===== config.mk =====
export PLATFORM = sky130hd
export DESIGN_NAME = pc11_feeder
export DESIGN_NICKNAME = d
export VERILOG_FILES = /design/src/rtl/pc11_feeder.sv
export SDC_FILE = /design/constraint.sdc
export NUM_CORES = 1
export LEC_CHECK = 0
export ABC_CLOCK_PERIOD_IN_PS = 3450
export CAP_MARGIN = 20
export CORE_MARGIN = 2
export CORE_UTILIZATION = 54
export DETAILED_ROUTE_END_ITERATION = 6
export GPL_ROUTABILITY_DRIVEN = 0
export GPL_TIMING_DRIVEN = 0
export HOLD_SLACK_MARGIN = 0.02
export PLACE_DENSITY = 0.83
export SLEW_MARGIN = 20
export SYNTH_ARGS = -nofsm -noshare
export SYNTH_HDL_FRONTEND = slang
export SYNTH_SLANG_ARGS = --single-unit

===== constraint.sdc =====
create_clock -name CLOCK -period 3.45 [get_ports CLOCK]
set_input_delay 0.345 -clock CLOCK [delete_from_list [all_inputs] [get_ports CLOCK]]
set_output_delay 0.345 -clock CLOCK [all_outputs]
set_load 0.01 [all_outputs]

===== src/rtl/pc11_feeder.sv =====
// pc11_feeder: sequencer that drives the paper tape controller's ARM-side register port.
// It feeds reader bytes from a host-filled FIFO and drains punched bytes into a host-read FIFO.
// Each pass services the reader, then the punch, through the controller's select/read/write port.
// Optional build macro PC11_FEEDER_PACE_EN adds a per-character reader delay counter.
module pc11_feeder #(
    parameter int unsigned DEPTH_LOG2 = 4
) (
    input  logic                  CLOCK,
    input  logic                  RESET,
    input  logic                  enable,
    input  logic                  rd_push,
    input  logic [7:0]            rd_wdata,
    input  logic                  rd_eof,
    output logic                  rd_full,
    output logic [DEPTH_LOG2:0]   rd_count,
    input  logic                  pn_pop,
    output logic [7:0]            pn_rdata,
    output logic                  pn_empty,
    input  logic [15:0]           pace_cycles,
    output logic                  pc_armwrite,
    output logic [1:0]            pc_armraddr,
    output logic [1:0]            pc_armwaddr,
    output logic [31:0]           pc_armwdata,
    input  logic [31:0]           pc_armrdata
);

    localparam int unsigned Depth = 1 << DEPTH_LOG2;
    localparam logic [DEPTH_LOG2:0] DepthCount = (DEPTH_LOG2 + 1)'(Depth);
    localparam logic [DEPTH_LOG2:0] CountOne = (DEPTH_LOG2 + 1)'(1);
    localparam logic [DEPTH_LOG2-1:0] PtrOne = DEPTH_LOG2'(1);

    // Controller register word selects and field positions.
    localparam logic [1:0] WordReader = 2'd1;
    localparam logic [1:0] WordPunch  = 2'd2;
    localparam int unsigned BitBusy = 11;
    localparam int unsigned BitDone = 7;

    typedef enum logic [2:0] {
        StIdle,
        StRsel,
        StRchk,
        StRwr,
        StXsel,
        StXchk,
        StXwr
    } state_e;

    state_e state_q, state_d;

    // Reader FIFO (host -> controller)
    logic [7:0]            rd_mem_q [Depth];
    logic [DEPTH_LOG2-1:0] rd_wptr_q, rd_rptr_q;
    logic [DEPTH_LOG2:0]   rd_count_q;
    logic                  rd_do_push, rd_do_pop;
    logic [7:0]            rd_head;

    // Punch FIFO (controller -> host)
    logic [7:0]            pn_mem_q [Depth];
    logic [DEPTH_LOG2-1:0] pn_wptr_q, pn_rptr_q;
    logic [DEPTH_LOG2:0]   pn_count_q;
    logic                  pn_do_push, pn_do_pop;
    logic                  pn_full;

    // Registered controller-port outputs
    logic        armwrite_q, armwrite_d;
    logic [1:0]  armraddr_q, armraddr_d;
    logic [1:0]  armwaddr_q, armwaddr_d;
    logic [31:0] armwdata_q, armwdata_d;

    logic pace_clear;
    logic rd_serviceable;

    // Bits of the read word that the sequencer never looks at.
    logic unused_rdata;
    assign unused_rdata = ^{pc_armrdata[31:24], pc_armrdata[15:12], pc_armrdata[10:8],
                            pc_armrdata[6:0]};

`ifdef PC11_FEEDER_PACE_EN
    logic [15:0] pace_q;

    // Pace counter: reload on every reader write, then count down to zero.
    always_ff @(posedge CLOCK) begin
        if (RESET) begin
            pace_q <= 16'd0;
        end else if (state_q == StRwr) begin
            pace_q <= pace_cycles;
        end else if (pace_q != 16'd0) begin
            pace_q <= pace_q - 16'd1;
        end
    end

    assign pace_clear = (pace_q == 16'd0);
`else
    logic unused_pace;
    assign unused_pace = ^pace_cycles;
    assign pace_clear  = 1'b1;
`endif

    // ---------------------------------------------------------------------------------------
    // Reader FIFO
    // ---------------------------------------------------------------------------------------
    assign rd_do_push = rd_push && (rd_count_q != DepthCount);
    assign rd_head    = rd_mem_q[rd_rptr_q];
    assign rd_full    = (rd_count_q == DepthCount);
    assign rd_count   = rd_count_q;

    // Reader FIFO storage; contents are meaningless once the pointers reset.
    always_ff @(posedge CLOCK) begin
        if (rd_do_push) begin
            rd_mem_q[rd_wptr_q] <= rd_wdata;
        end
    end

    // Reader FIFO pointers and occupancy; push and pop together leave the count unchanged.
    always_ff @(posedge CLOCK) begin
        if (RESET) begin
            rd_wptr_q  <= '0;
            rd_rptr_q  <= '0;
            rd_count_q <= '0;
        end else begin
            if (rd_do_push) begin
                rd_wptr_q <= rd_wptr_q + PtrOne;
            end
            if (rd_do_pop) begin
                rd_rptr_q <= rd_rptr_q + PtrOne;
            end
            case ({rd_do_push, rd_do_pop})
                2'b10:   rd_count_q <= rd_count_q + CountOne;
                2'b01:   rd_count_q <= rd_count_q - CountOne;
                default: rd_count_q <= rd_count_q;
            endcase
        end
    end

    // ---------------------------------------------------------------------------------------
    // Punch FIFO
    // ---------------------------------------------------------------------------------------
    assign pn_do_pop = pn_pop && (pn_count_q != '0);
    assign pn_full   = (pn_count_q == DepthCount);
    assign pn_empty  = (pn_count_q == '0);
    assign pn_rdata  = pn_mem_q[pn_rptr_q];

    // Punch FIFO storage, written straight from the xbuf field during XCHK.
    always_ff @(posedge CLOCK) begin
        if (pn_do_push) begin
            pn_mem_q[pn_wptr_q] <= pc_armrdata[23:16];
        end
    end

    // Punch FIFO pointers and occupancy; a host pop and an XCHK push may coincide.
    always_ff @(posedge CLOCK) begin
        if (RESET) begin
            pn_wptr_q  <= '0;
            pn_rptr_q  <= '0;
            pn_count_q <= '0;
        end else begin
            if (pn_do_push) begin
                pn_wptr_q <= pn_wptr_q + PtrOne;
            end
            if (pn_do_pop) begin
                pn_rptr_q <= pn_rptr_q + PtrOne;
            end
            case ({pn_do_push, pn_do_pop})
                2'b10:   pn_count_q <= pn_count_q + CountOne;
                2'b01:   pn_count_q <= pn_count_q - CountOne;
                default: pn_count_q <= pn_count_q;
            endcase
        end
    end

    // ---------------------------------------------------------------------------------------
    // Sequencer
    // ---------------------------------------------------------------------------------------
    assign rd_serviceable = pc_armrdata[BitBusy] && !pc_armrdata[BitDone] && pace_clear;

    // State register and registered controller-port outputs; reset drops any pending write.
    always_ff @(posedge CLOCK) begin
        if (RESET) begin
            state_q    <= StIdle;
            armwrite_q <= 1'b0;
            armraddr_q <= 2'd0;
            armwaddr_q <= 2'd0;
            armwdata_q <= 32'd0;
        end else begin
            state_q    <= state_d;
            armwrite_q <= armwrite_d;
            armraddr_q <= armraddr_d;
            armwaddr_q <= armwaddr_d;
            armwdata_q <= armwdata_d;
        end
    end

    // Next state, FIFO strobes and next output values (outputs follow the next state).
    always_comb begin
        state_d    = state_q;
        rd_do_pop  = 1'b0;
        pn_do_push = 1'b0;
        armwdata_d = 32'd0;

        unique case (state_q)
            StIdle: begin
                if (enable) begin
                    state_d = StRsel;
                end
            end
            StRsel: state_d = StRchk;
            StRchk: begin
                state_d = StXsel;
                if (rd_serviceable) begin
                    if (rd_count_q != '0) begin
                        // Load rbuf, clear busy, set done.
                        state_d    = StRwr;
                        rd_do_pop  = 1'b1;
                        armwdata_d = {8'h00, rd_head, 16'h0080};
                    end else if (rd_eof) begin
                        // Tape exhausted: set error, clear busy.
                        state_d    = StRwr;
                        armwdata_d = 32'h0000_8000;
                    end
                end
            end
            StRwr: state_d = StXsel;
            StXsel: state_d = StXchk;
            StXchk: begin
                state_d = StIdle;
                // A full punch FIFO leaves done clear, which stalls the PDP-11.
                if (!pc_armrdata[BitDone] && !pn_full) begin
                    state_d    = StXwr;
                    pn_do_push = 1'b1;
                    armwdata_d = 32'h0000_0080;
                end
            end
            StXwr: state_d = StIdle;
            default: state_d = StIdle;
        endcase

        armwrite_d = (state_d == StRwr) || (state_d == StXwr);

        unique case (state_d)
            StRwr:   armwaddr_d = WordReader;
            StXwr:   armwaddr_d = WordPunch;
            default: armwaddr_d = 2'd0;
        endcase

        // Hold the select through the check so the sampled read data is stable.
        unique case (state_d)
            StRsel, StRchk, StRwr: armraddr_d = WordReader;
            StXsel, StXchk, StXwr: armraddr_d = WordPunch;
            default:               armraddr_d = 2'd0;
        endcase
    end

    assign pc_armwrite = armwrite_q;
    assign pc_armraddr = armraddr_q;
    assign pc_armwaddr = armwaddr_q;
    assign pc_armwdata = armwdata_q;

endmodule

==> results of run 1 <==
==> layer usage <==
metal,part of all wire (%),wire length [µm]
met1,39,9536
met2,51,12310
met3,6.3,1517
met4,3.5,843
met5,0,0
==> worst max-delay path, cell delays in order, from the launching register on <==
cell and delay (ns):
dfxtp_1 0.43, buf_1 0.60, mux4_2 0.44, mux4_2 0.53, clkdlybuf4s50_1 0.50
==> cells in the mapped netlist (all sizes together) (5+ instances only) <==
library cell,instances
nand2b,7
nor3,12
buf,41
dfxtp,52
mux4,72
xnor2,6
inv,16
o21ai,5
xor2,10
ha,18
a21oi,12
mux2i,20
clkbuf,12
edfxtp,256
o22ai,8
nor2b,5
nor2,66
nand2,16
==> state kept, by name, summed over array words and instances, names as in the netlist, named ones only <==
register and flops:
rd_wptr_q 4, pn_count_q 5, pc_armraddr 2, rd_rptr_q 4
pn_mem_q 128, state_q 3, rd_mem_q 128, pn_wptr_q 4
pc_armwrite 1, pc_armwdata 10, rd_count 5, pc_armwaddr 2
pn_rptr_q 4
==> metrics by stage <==
step                cell area [µm²]  worst slack [ns]
floorplan                     12270            0.4479
global placement              13150           -0.2695
detailed placement            13190           -0.3795
CTS                           14140           0.06529
global route                  14160         0.0005880
finish                        14160           0.07943
==> power groups by stage <==
stage	Sequential [W]	Combinational [W]	Clock, W
after global placement	0.00416	0.000276	0
after global routing	0.00408	0.000324	0.00334
after CTS	0.00408	0.000295	0.00321
after detailed placement	0.00416	0.000293	0
after floorplan	0.00416	0.000159	0
final	0.00408	0.000296	0.00317
==> kinds of logic (layout without fill, tap and decap cells) <==
family / after synthesis / after routing / synth area share (%)
flops: 308 / 308 / 71.62
simple gates: 124 / 124 / 4.743
mux: 94 / 94 / 15.13
buf+inv: 69 / 177 / 2.988
compound gates: 36 / 36 / 2.156
fa+ha+maj: 20 / 20 / 2.177
xor+xnor: 16 / 16 / 1.150
other cells: 1 / 22 / 0.03077
==> area by class of cell <==
class,count,area share (%)
multi-input combinational,312,22.74
clock inverter,17,1.255
sequential,308,61.65
timing repair buffer,55,3.853
clock buffer,36,5.453
buffer,53,2.148
tap,280,2.475
inverter,16,0.4242
==> how the worst max path moves through the flow <==
stage | to | start | cells after the start
2_1_floorplan | pn_count_q[4]$_SDFFE_PP0P_ | pn_count_q[2]$_SDFFE_PP0P_ | 11
3_3_place_gp | rd_count[4]$_SDFFE_PP0P_ | pc_armrdata[7] | 11
3_5_place_dp | rd_count[4]$_SDFFE_PP0P_ | pc_armrdata[7] | 11
4_1_cts | pn_rdata[0] | register | 4
5_1_grt | pn_rdata[5] | register | 4
6_report | pn_rdata[0] | register | 4
==> repair_timing <==
item	4_1_cts	5_1_grt
endpoints found under the setup margin	1	2
pin swaps	0	2
buffers inserted	0	2
hold buffers	0	0
gates resized for setup	1	0
==> results.json, run 1 <==
{
  "end_kind": "primary output",
  "count_of_placed_standard_cells_in_the_final_layout_fillers_left_out": 1077,
  "detailroute.via_count": 6278,
  "synth_largest_area_cell": "edfxtp_1",
  "number_of_synthesized_register_bits": 308,
  "net-switching-power_w": 0.001490,
  "first_global_vias": 6642,
  "r2r-end": "rd_count[4]$_SDFFE_PP0P_",
  "overall_die_width_um": 154.2,
  "register_area_um2": 8728,
  "fmax_ghz": 0.2967,
  "synth_top_area_share_pct": 63.08,
  "yosysWarningCount": 0,
  "post_drt_via_cell_ratio": 5.829,
  "maxSlewViolCount": 0,
  "power_frac_seq_pct": 54.1,
  "clkSlewWorstSetupHoldPaths_ns": 0.06,
  "cts_buffer_depth": 3,
  "finalClockSkew_ns": 0.01057,
  "slew-limit-headroom_pct": 33.37,
  "top_level_ports": 114,
  "tritoncts_buffers": 29,
  "leakage_power_of_the_design_nw": 4.620,
  "timing.max_cap.violations": 0,
  "p_clk_share_pct": 42.0,
  "critical_path_start_end_classification": "reg -> out",
  "synth-edff-count": 256,
  "netlist_top_cells_area": "edfxtp_1 63%, mux4_2 13%, dfxtp_1 8.5%",
  "antennaDiodeCount": 0,
  "routed_wl_mm": 24.21,
  "reg2reg_slack_ns": 0.20,
  "antenna_violations_before_repair": 0,
  "number_of_h_tree_levels": 1,
  "core_area_um2": 21960,
  "setup-violations-final": 0,
  "worstMarginPinSlew_ns": 0.9958,
  "hold-path-cell-count": 2,
  "areaGrowthSynthToFinish_pct": 16.17,
  "power.share.switching_pct": 19.74,
  "final_cell_mix": "256 x edfxtp_1, 72 x mux4_2, 66 x nor2_1",
  "setup.worst_path.start_class": "register",
  "final_common_cell": "edfxtp_1",
  "min-delay-start": "pn_rptr_q[3]$_SDFFE_PP0P_",
  "grt_max_degree": 17,
  "synth.lib_cells_used.distinct": 41,
  "n_fill_cell": 1428,
  "dp.final_hpwl_mm": 15.70,
  "clock_sink_count": 308,
  "worstReg2RegStart": "rd_count[0]$_SDFFE_PP0P_",
  "groute.layer.met3.usage_pct": 3.670,
  "tritoncts_clock_tree": "built",
  "post-place-cells": 1022,
  "detail_route.wl_per_cell_um": 22.48,
  "postSynthCellCount": 668,
  "asyncSetResetFlopFracSynth_pct": 0,
  "gr-usage-met2_pct": 35.32,
  "reg2reg_depth": 11,
  "syn_avg_cell_area_um2": 18.24,
  "start_util_pct": 55.50,
  "ant_nets": 0,
  "fin_util_pct": 64.47,
  "outcome": "finished, final reports clean",
  "vdd_drop_max_v": 0.0004746,
  "critical_path_required_ns": 3.11,
  "grt_busiest_layer": "met2",
  "synth_cell_area_um2": 12190,
  "cts_root_buffer": "clkbuf_16",
  "critical_path_arrival_ns": 3.03,
  "layout-drive-gt1-share_pct": 20.83,
  "worstSkewPairLatency_ns": 0.54,
  "total_power_w": 0.007549,
  "chipHeight_um": 154.2,
  "p_int_w": 0.006059,
  "place.port_buffers": 53,
  "area_used_by_multi_input_combinational_logic_um2": 3219,
  "final_global_route_overflow_total": 0,
  "yosysSeqAreaShare_pct": 71.62,
  "grt.met1_usage_pct": 26.53,
  "layout_worst_path_cycle_share_pct": 97.70,
  "drc_markers": 0,
  "nets": 857,
  "global_route_wire_length_before_repair_mm": 37.38,
  "power_frac_comb_pct": 3.9,
  "worst_hold_path_type": "reg -> reg",
  "worst_path_max_fanout": 10,
  "final.setup.tns_ns": 0,
  "final_hold_viol_count": 0,
  "powerDensity_nw_per_um2": 533.2,
  "grt.total_usage_pct": 20.66,
  "yosys_most_used_dff": "edfxtp_1",
  "firstDrtPassIters": 4,
  "grt_setup_unrepaired": "false",
  "finalHoldWorstSlack_ns": 0.5321,
  "drt_iter0_markers": 578,
  "min_period_ns": 3.371,
  "rows": 54,
  "die_area_um2": 23790,
  "hold_path_end": "pn_rptr_q[3]$_SDFFE_PP0P_"
}
No activity file was read; power rests on OpenSTA's default activity.
==> run 2: changes to the inputs <==
--- a/config.mk
+++ b/config.mk
@@ -8,12 +8,12 @@
 export ABC_CLOCK_PERIOD_IN_PS = 3450
 export CAP_MARGIN = 20
 export CORE_MARGIN = 2
-export CORE_UTILIZATION = 54
+export CORE_UTILIZATION = 28
 export DETAILED_ROUTE_END_ITERATION = 6
 export GPL_ROUTABILITY_DRIVEN = 0
 export GPL_TIMING_DRIVEN = 0
 export HOLD_SLACK_MARGIN = 0.02
-export PLACE_DENSITY = 0.83
+export PLACE_DENSITY = 0.52
 export SLEW_MARGIN = 20
 export SYNTH_ARGS = -nofsm -noshare
 export SYNTH_HDL_FRONTEND = slang
==> run 2 against run 1 <==
Net effect: first-iteration DRC count decreased by 43%; total power increased by 5.6%; clock skew increased by 0.023 ns; routed wire length rose by 2.9%; sequential cell count unchanged; critical path depth unchanged; combinational power grew 2%; register-to-register slack improved by 0.06 ns; sequential power barely moved; hold slack lost 0.038 ns; fmax grew 1.1%; critical endpoint is now pn_rdata[7].
==> results.json, run 2 (synthesized netlist as in run 1, its figures left out) <==
{
  "start_util_pct": 28.35,
  "maxSlewViolCount": 0,
  "slew-limit-headroom_pct": 36.81,
  "pnr_worst_setup_slack_ns": 0.1154,
  "die_area_um2": 45210,
  "tritoncts_buffers": 36,
  "cts_root_buffer": "clkbuf_16",
  "outcome": "finished, final reports clean",
  "rows": 76,
  "r2r-end": "rd_count[4]$_SDFFE_PP0P_",
  "final_hold_viol_count": 0,
  "end_kind": "primary output",
  "core_area_um2": 42980,
  "critical_path.top_delay_family": "buffers and inverters",
  "crit_cells": 4,
  "ant_nets": 0,
  "top_level_ports": 114,
  "cts_buffer_depth": 3,
  "grt.total_usage_pct": 11.40,
  "powerDensity_nw_per_um2": 540.0,
  "worst_path_max_fanout": 10,
  "detail_route.wl_per_cell_um": 17.80,
  "detailedPlace.worstSlack_ns": -0.3314,
  "leakage_power_of_the_design_nw": 4.741,
  "final_global_route_overflow_total": 0,
  "crit_path_max_incr_delay_ns": 0.55,
  "first_global_vias": 6259,
  "finalClockSkew_ns": 0.03325,
  "worstSkewPairLatency_ns": 0.56,
  "critical-path-top-cell-by-count": "mux4_2",
  "final_cell_mix": "256 x edfxtp_1, 72 x mux4_2, 66 x nor2_1",
  "setup.worst_path.start_class": "register",
  "min_period_ns": 3.335,
  "setup-violations-final": 0,
  "worstMarginPinSlew_ns": 0.9443,
  "antennaDiodeCount": 0,
  "crit_buf_inv": 2,
  "grt_max_degree": 17,
  "chipHeight_um": 212.6,
  "critical_path_arrival_ns": 2.99,
  "antenna_violations_before_repair": 0,
  "hold_buffers_post_cts": 0,
  "detailroute.via_count": 6009,
  "number_of_h_tree_levels": 2,
  "global_route_wire_length_before_repair_mm": 38.01,
  "count_of_placed_standard_cells_in_the_final_layout_fillers_left_out": 1399,
  "place.port_buffers": 53,
  "routed_wl_mm": 24.91,
  "tritoncts_clock_tree": "built",
  "fmax_ghz": 0.2999,
  "worst_hold_path_type": "in -> reg",
  "drt_iter0_markers": 330,
  "areaGrowthSynthToFinish_pct": 21.13,
  "overall_die_width_um": 212.6,
  "drc_markers": 0,
  "nets": 869,
  "cp_cell_sequence": "buf_1, mux4_2, mux4_2, clkdlybuf4s50_1",
  "dp.final_hpwl_mm": 16.26,
  "grt_setup_unrepaired": "false",
  "clkSlewWorstSetupHoldPaths_ns": 0.06,
  "final_common_cell": "edfxtp_1",
  "vdd_drop_max_v": 0.0006059,
  "worstReg2RegStart": "rd_count[0]$_SDFFE_PP0P_",
  "post-place-cells": 1331,
  "firstDrtPassIters": 6,
  "critical-path-slowest-cell": "buf_1",
  "register_area_um2": 8728,
  "timing.max_cap.violations": 0,
  "post_drt_via_cell_ratio": 4.295,
  "area_used_by_multi_input_combinational_logic_um2": 3219,
  "finalHoldWorstSlack_ns": 0.4940,
  "n_fill_cell": 4156,
  "reg2reg_slack_ns": 0.26,
  "layout-drive-gt1-share_pct": 22.11,
  "critical_path_required_ns": 3.11,
  "cp-endpoint": "pn_rdata[7]",
  "reg2reg_depth": 11,
  "critical_path_start_end_classification": "reg -> out",
  "clock_sink_count": 308,
  "layout_worst_path_cycle_share_pct": 96.65
}
[run 2: changes by cell type in the layout (fill, tap and decap cells not counted), sizes merged]
cell / delta
inv: +4
clkinvlp: -1
buf: +5
bufinv: -4
clkbuf: +13
[run 2: what timing repair did]
| item | 4_1_cts | 5_1_grt |
|---|---|---|
| pin swaps | 0 | 2 |
| resized for setup | 3 | 0 |
| setup buffers | 0 | 3 |
| endpoints found under the setup margin | 4 | 2 |
[run 2: layout make-up]
class / instances / area share (%)
sequential: 308 / 59.13
multi-input combinational: 312 / 21.81
clock buffer: 49 / 6.713
tap: 585 / 4.958
timing repair buffer: 60 / 3.950
buffer: 53 / 2.077
clock inverter: 16 / 0.9578
inverter: 16 / 0.4068
[run 2: power by group]
group	internal [W]	switching [W]
Clock	0.00206	0.00153
Sequential	0.00406	0.0000208
Combinational	0.000128	0.000173
[run 2: stage by stage]
step / TNS [ns] / cell area [µm²] / total power [W] / util (%)
after global placement: -0.5058 / 13530 / 0.004454 / 31.47
after CTS: 0 / 14740 / 0.008083 / 34.29
after detailed placement: -0.5254 / 13600 / 0.004462 / 31.64
final: 0 / 14760 / 0.007972 / 34.34
after floorplan: 0 / 12270 / 0.004318 / -
after global routing: 0 / 14760 / 0.008258 / 34.34
[run 2: metal layers]
layer  track usage, %  vias to the layer above  part of all wire [%]
li1                 -                     2806                     -
met1            15.27                     3046                    46
met2            18.18                      121                    47
met3            2.762                       36                   4.5
met4            3.810                        0                   2.1
met5                0                        -                     0
[run 2: worst min-delay path by stage]
stage,from,end,slack (ns),cells past startpoint
floorplan,pc_armrdata[16],pn_mem_q[0][0]$_DFFE_PP_,0.44,0
global placement,rd_rptr_q[3]$_SDFFE_PP0N_,rd_rptr_q[3]$_SDFFE_PP0N_,0.50,2
detailed placement,rd_rptr_q[3]$_SDFFE_PP0N_,rd_rptr_q[3]$_SDFFE_PP0N_,0.52,2
CTS,rd_eof,pc_armwdata[15]$_SDFF_PP0_,0.46,2
global route,rd_eof,pc_armwdata[15]$_SDFF_PP0_,0.48,2
finish,rd_eof,pc_armwdata[15]$_SDFF_PP0_,0.49,2
==> run 3: changes to the inputs <==
--- a/config.mk
+++ b/config.mk
@@ -5,15 +5,15 @@
 export SDC_FILE = /design/constraint.sdc
 export NUM_CORES = 1
 export LEC_CHECK = 0
-export ABC_CLOCK_PERIOD_IN_PS = 3450
+export ABC_CLOCK_PERIOD_IN_PS = 3100
 export CAP_MARGIN = 20
 export CORE_MARGIN = 2
-export CORE_UTILIZATION = 28
+export CORE_UTILIZATION = 31
 export DETAILED_ROUTE_END_ITERATION = 6
 export GPL_ROUTABILITY_DRIVEN = 0
 export GPL_TIMING_DRIVEN = 0
 export HOLD_SLACK_MARGIN = 0.02
-export PLACE_DENSITY = 0.52
+export PLACE_DENSITY = 0.55
 export SLEW_MARGIN = 20
 export SYNTH_ARGS = -nofsm -noshare
 export SYNTH_HDL_FRONTEND = slang
==> constraint.sdc (replaced) <==
create_clock -name CLOCK -period 3.1 [get_ports CLOCK]
set_input_delay 0.31 -clock CLOCK [delete_from_list [all_inputs] [get_ports CLOCK]]
set_output_delay 0.31 -clock CLOCK [all_outputs]
set_load 0.01 [all_outputs]
==> run 3 against run 2 <==
Net effect: sequential share of layout area is 0.44 points higher; largest power group unchanged; setup slack worse by 0.0029 ns; global-route usage is 0.70 points higher; clock power is 7.2% higher.
==> results.json, run 3 (synthesized netlist as in run 1, its figures left out) <==
{
  "routed_wl_mm": 24.14,
  "clkSlewWorstSetupHoldPaths_ns": 0.06,
  "top_level_ports": 114,
  "reg2reg_depth": 9,
  "post_drt_via_cell_ratio": 4.537,
  "worst_hold_path_type": "reg -> reg",
  "hold_buffers_post_cts": 0,
  "overall_die_width_um": 202.3,
  "critical-path-top-cell-by-count": "mux4_2",
  "pnr_worst_setup_slack_ns": 0.1125,
  "nets": 864,
  "drc_markers": 0,
  "chipHeight_um": 202.3,
  "layout-drive-gt1-share_pct": 23.20,
  "outcome": "finished, final reports clean",
  "final_common_cell": "edfxtp_1",
  "firstDrtPassIters": 4,
  "end_kind": "primary output",
  "dp.final_hpwl_mm": 16.02,
  "setup-violations-final": 0,
  "vdd_drop_max_v": 0.0003534,
  "critical-path-slowest-cell": "mux4_2",
  "final_hold_viol_count": 0,
  "place.port_buffers": 53,
  "setup.worst_path.start_class": "register",
  "grt.total_usage_pct": 12.10,
  "cp-endpoint": "pn_rdata[3]",
  "timing.max_cap.violations": 0,
  "detailedPlace.worstSlack_ns": -0.6209,
  "drt_iter0_markers": 355,
  "layout_worst_path_cycle_share_pct": 96.37,
  "detailroute.via_count": 6007,
  "worstSkewPairLatency_ns": 0.52,
  "fmax_ghz": 0.3347,
  "maxSlewViolCount": 0,
  "cts_buffer_depth": 3,
  "final_cell_mix": "256 x edfxtp_1, 72 x mux4_2, 66 x nor2_1",
  "global_route_wire_length_before_repair_mm": 37.92,
  "clock_sink_count": 308,
  "reg2reg_slack_ns": 0.13,
  "worstReg2RegStart": "pn_count_q[3]$_SDFFE_PP0P_",
  "cp_cell_sequence": "buf_6, buf_12, mux4_2, mux4_2, clkdlybuf4s50_1",
  "ant_nets": 0,
  "leakage_power_of_the_design_nw": 4.752,
  "cts_root_buffer": "clkbuf_16",
  "r2r-end": "pn_count_q[4]$_SDFFE_PP0P_",
  "worstMarginPinSlew_ns": 0.9832,
  "tritoncts_buffers": 34,
  "tritoncts_clock_tree": "built",
  "crit_cells": 5,
  "finalClockSkew_ns": 0.02451,
  "die_area_um2": 40910,
  "rows": 72,
  "worst_path_max_fanout": 10,
  "core_area_um2": 38740,
  "fin_util_pct": 37.85,
  "crit_path_max_incr_delay_ns": 0.54,
  "critical_path_required_ns": 2.79,
  "antenna_violations_before_repair": 0,
  "areaGrowthSynthToFinish_pct": 20.31,
  "grt_max_degree": 17,
  "slew-limit-headroom_pct": 34.21,
  "finalHoldWorstSlack_ns": 0.5345,
  "min_period_ns": 2.987,
  "powerDensity_nw_per_um2": 595.2,
  "detail_route.wl_per_cell_um": 18.23,
  "crit_buf_inv": 3,
  "start_util_pct": 31.46,
  "number_of_h_tree_levels": 2,
  "first_global_vias": 6340,
  "critical_path_arrival_ns": 2.68,
  "final_global_route_overflow_total": 0,
  "grt_setup_unrepaired": "false",
  "antennaDiodeCount": 0,
  "critical_path_start_end_classification": "reg -> out",
  "critical_path.top_delay_family": "multiplexers"
}
-- run 3: worst min-delay path by stage --
stage | from | endpoint | slack (ns) | cells after the start
final | rd_rptr_q[3]$_SDFFE_PP0N_ | register | 0.53 | 2
after global routing | rd_eof | pc_armwdata[15]$_SDFF_PP0_ | 0.54 | 2
after CTS | rd_eof | pc_armwdata[15]$_SDFF_PP0_ | 0.52 | 2
after detailed placement | rd_rptr_q[3]$_SDFFE_PP0N_ | register | 0.52 | 2
after global placement | rd_rptr_q[3]$_SDFFE_PP0N_ | rd_rptr_q[3]$_SDFFE_PP0N_ | 0.51 | 2
after floorplan | pc_armrdata[16] | pn_mem_q[0][0]$_DFFE_PP_ | 0.41 | 0
-- run 3: final cells by class --
class,instances,area [µm²]
Buffer,53,346.6
Fill cell,3643,24080
Clock buffer,44,939.7
Sequential cell,308,8733
Clock inverter,16,126.4
Multi-Input combinational cell,312,3237
Timing Repair Buffer,57,570.5
Tap cell,518,648.1
Inverter,16,60.06
-- run 3: routing by layer --
layer	wire (µm)	GRT usage (%)
met5	0	0
met4	371	3.206
met3	932	2.338
met2	12030	20.32
met1	10800	16.11
-- run 3: power by group --
part	internal [W]	leakage (nW)	switching (W)
combinational	0.000147	1.50	0.000187
sequential	0.00452	2.73	0.0000260
clock	0.00224	0.527	0.00160
-- run 3: worst reg2reg max path, stage by stage (launching register included) --
cell and delay (ns):
dfxtp_1 0.36, or4_1 0.56, o21a_2 0.27, ha_2 0.22, ha_1 0.32, nor2b_1 0.15, o21ai_1 0.16, a21oi_1 0.08
or3b_2 0.45, mux2_2 0.28
-- run 3: stage by stage --
stage	TNS (ns)	cells	instance area (µm²)	total power, W
final	0	1324	14660	0.008726
after global routing	0	1324	14660	0.009040
after CTS	0	1324	14620	0.008825
after detailed placement	-1.197	1260	13480	0.004961
after global placement	-7.205	1260	13440	0.004955
after floorplan	0	689	12270	0.004806
-- run 3: timing repair --
item / CTS / global route
buffers inserted: 4 / 0
setup endpoints to repair: 10 / 10
pin swaps: 3 / 1
resized for setup: 12 / 17
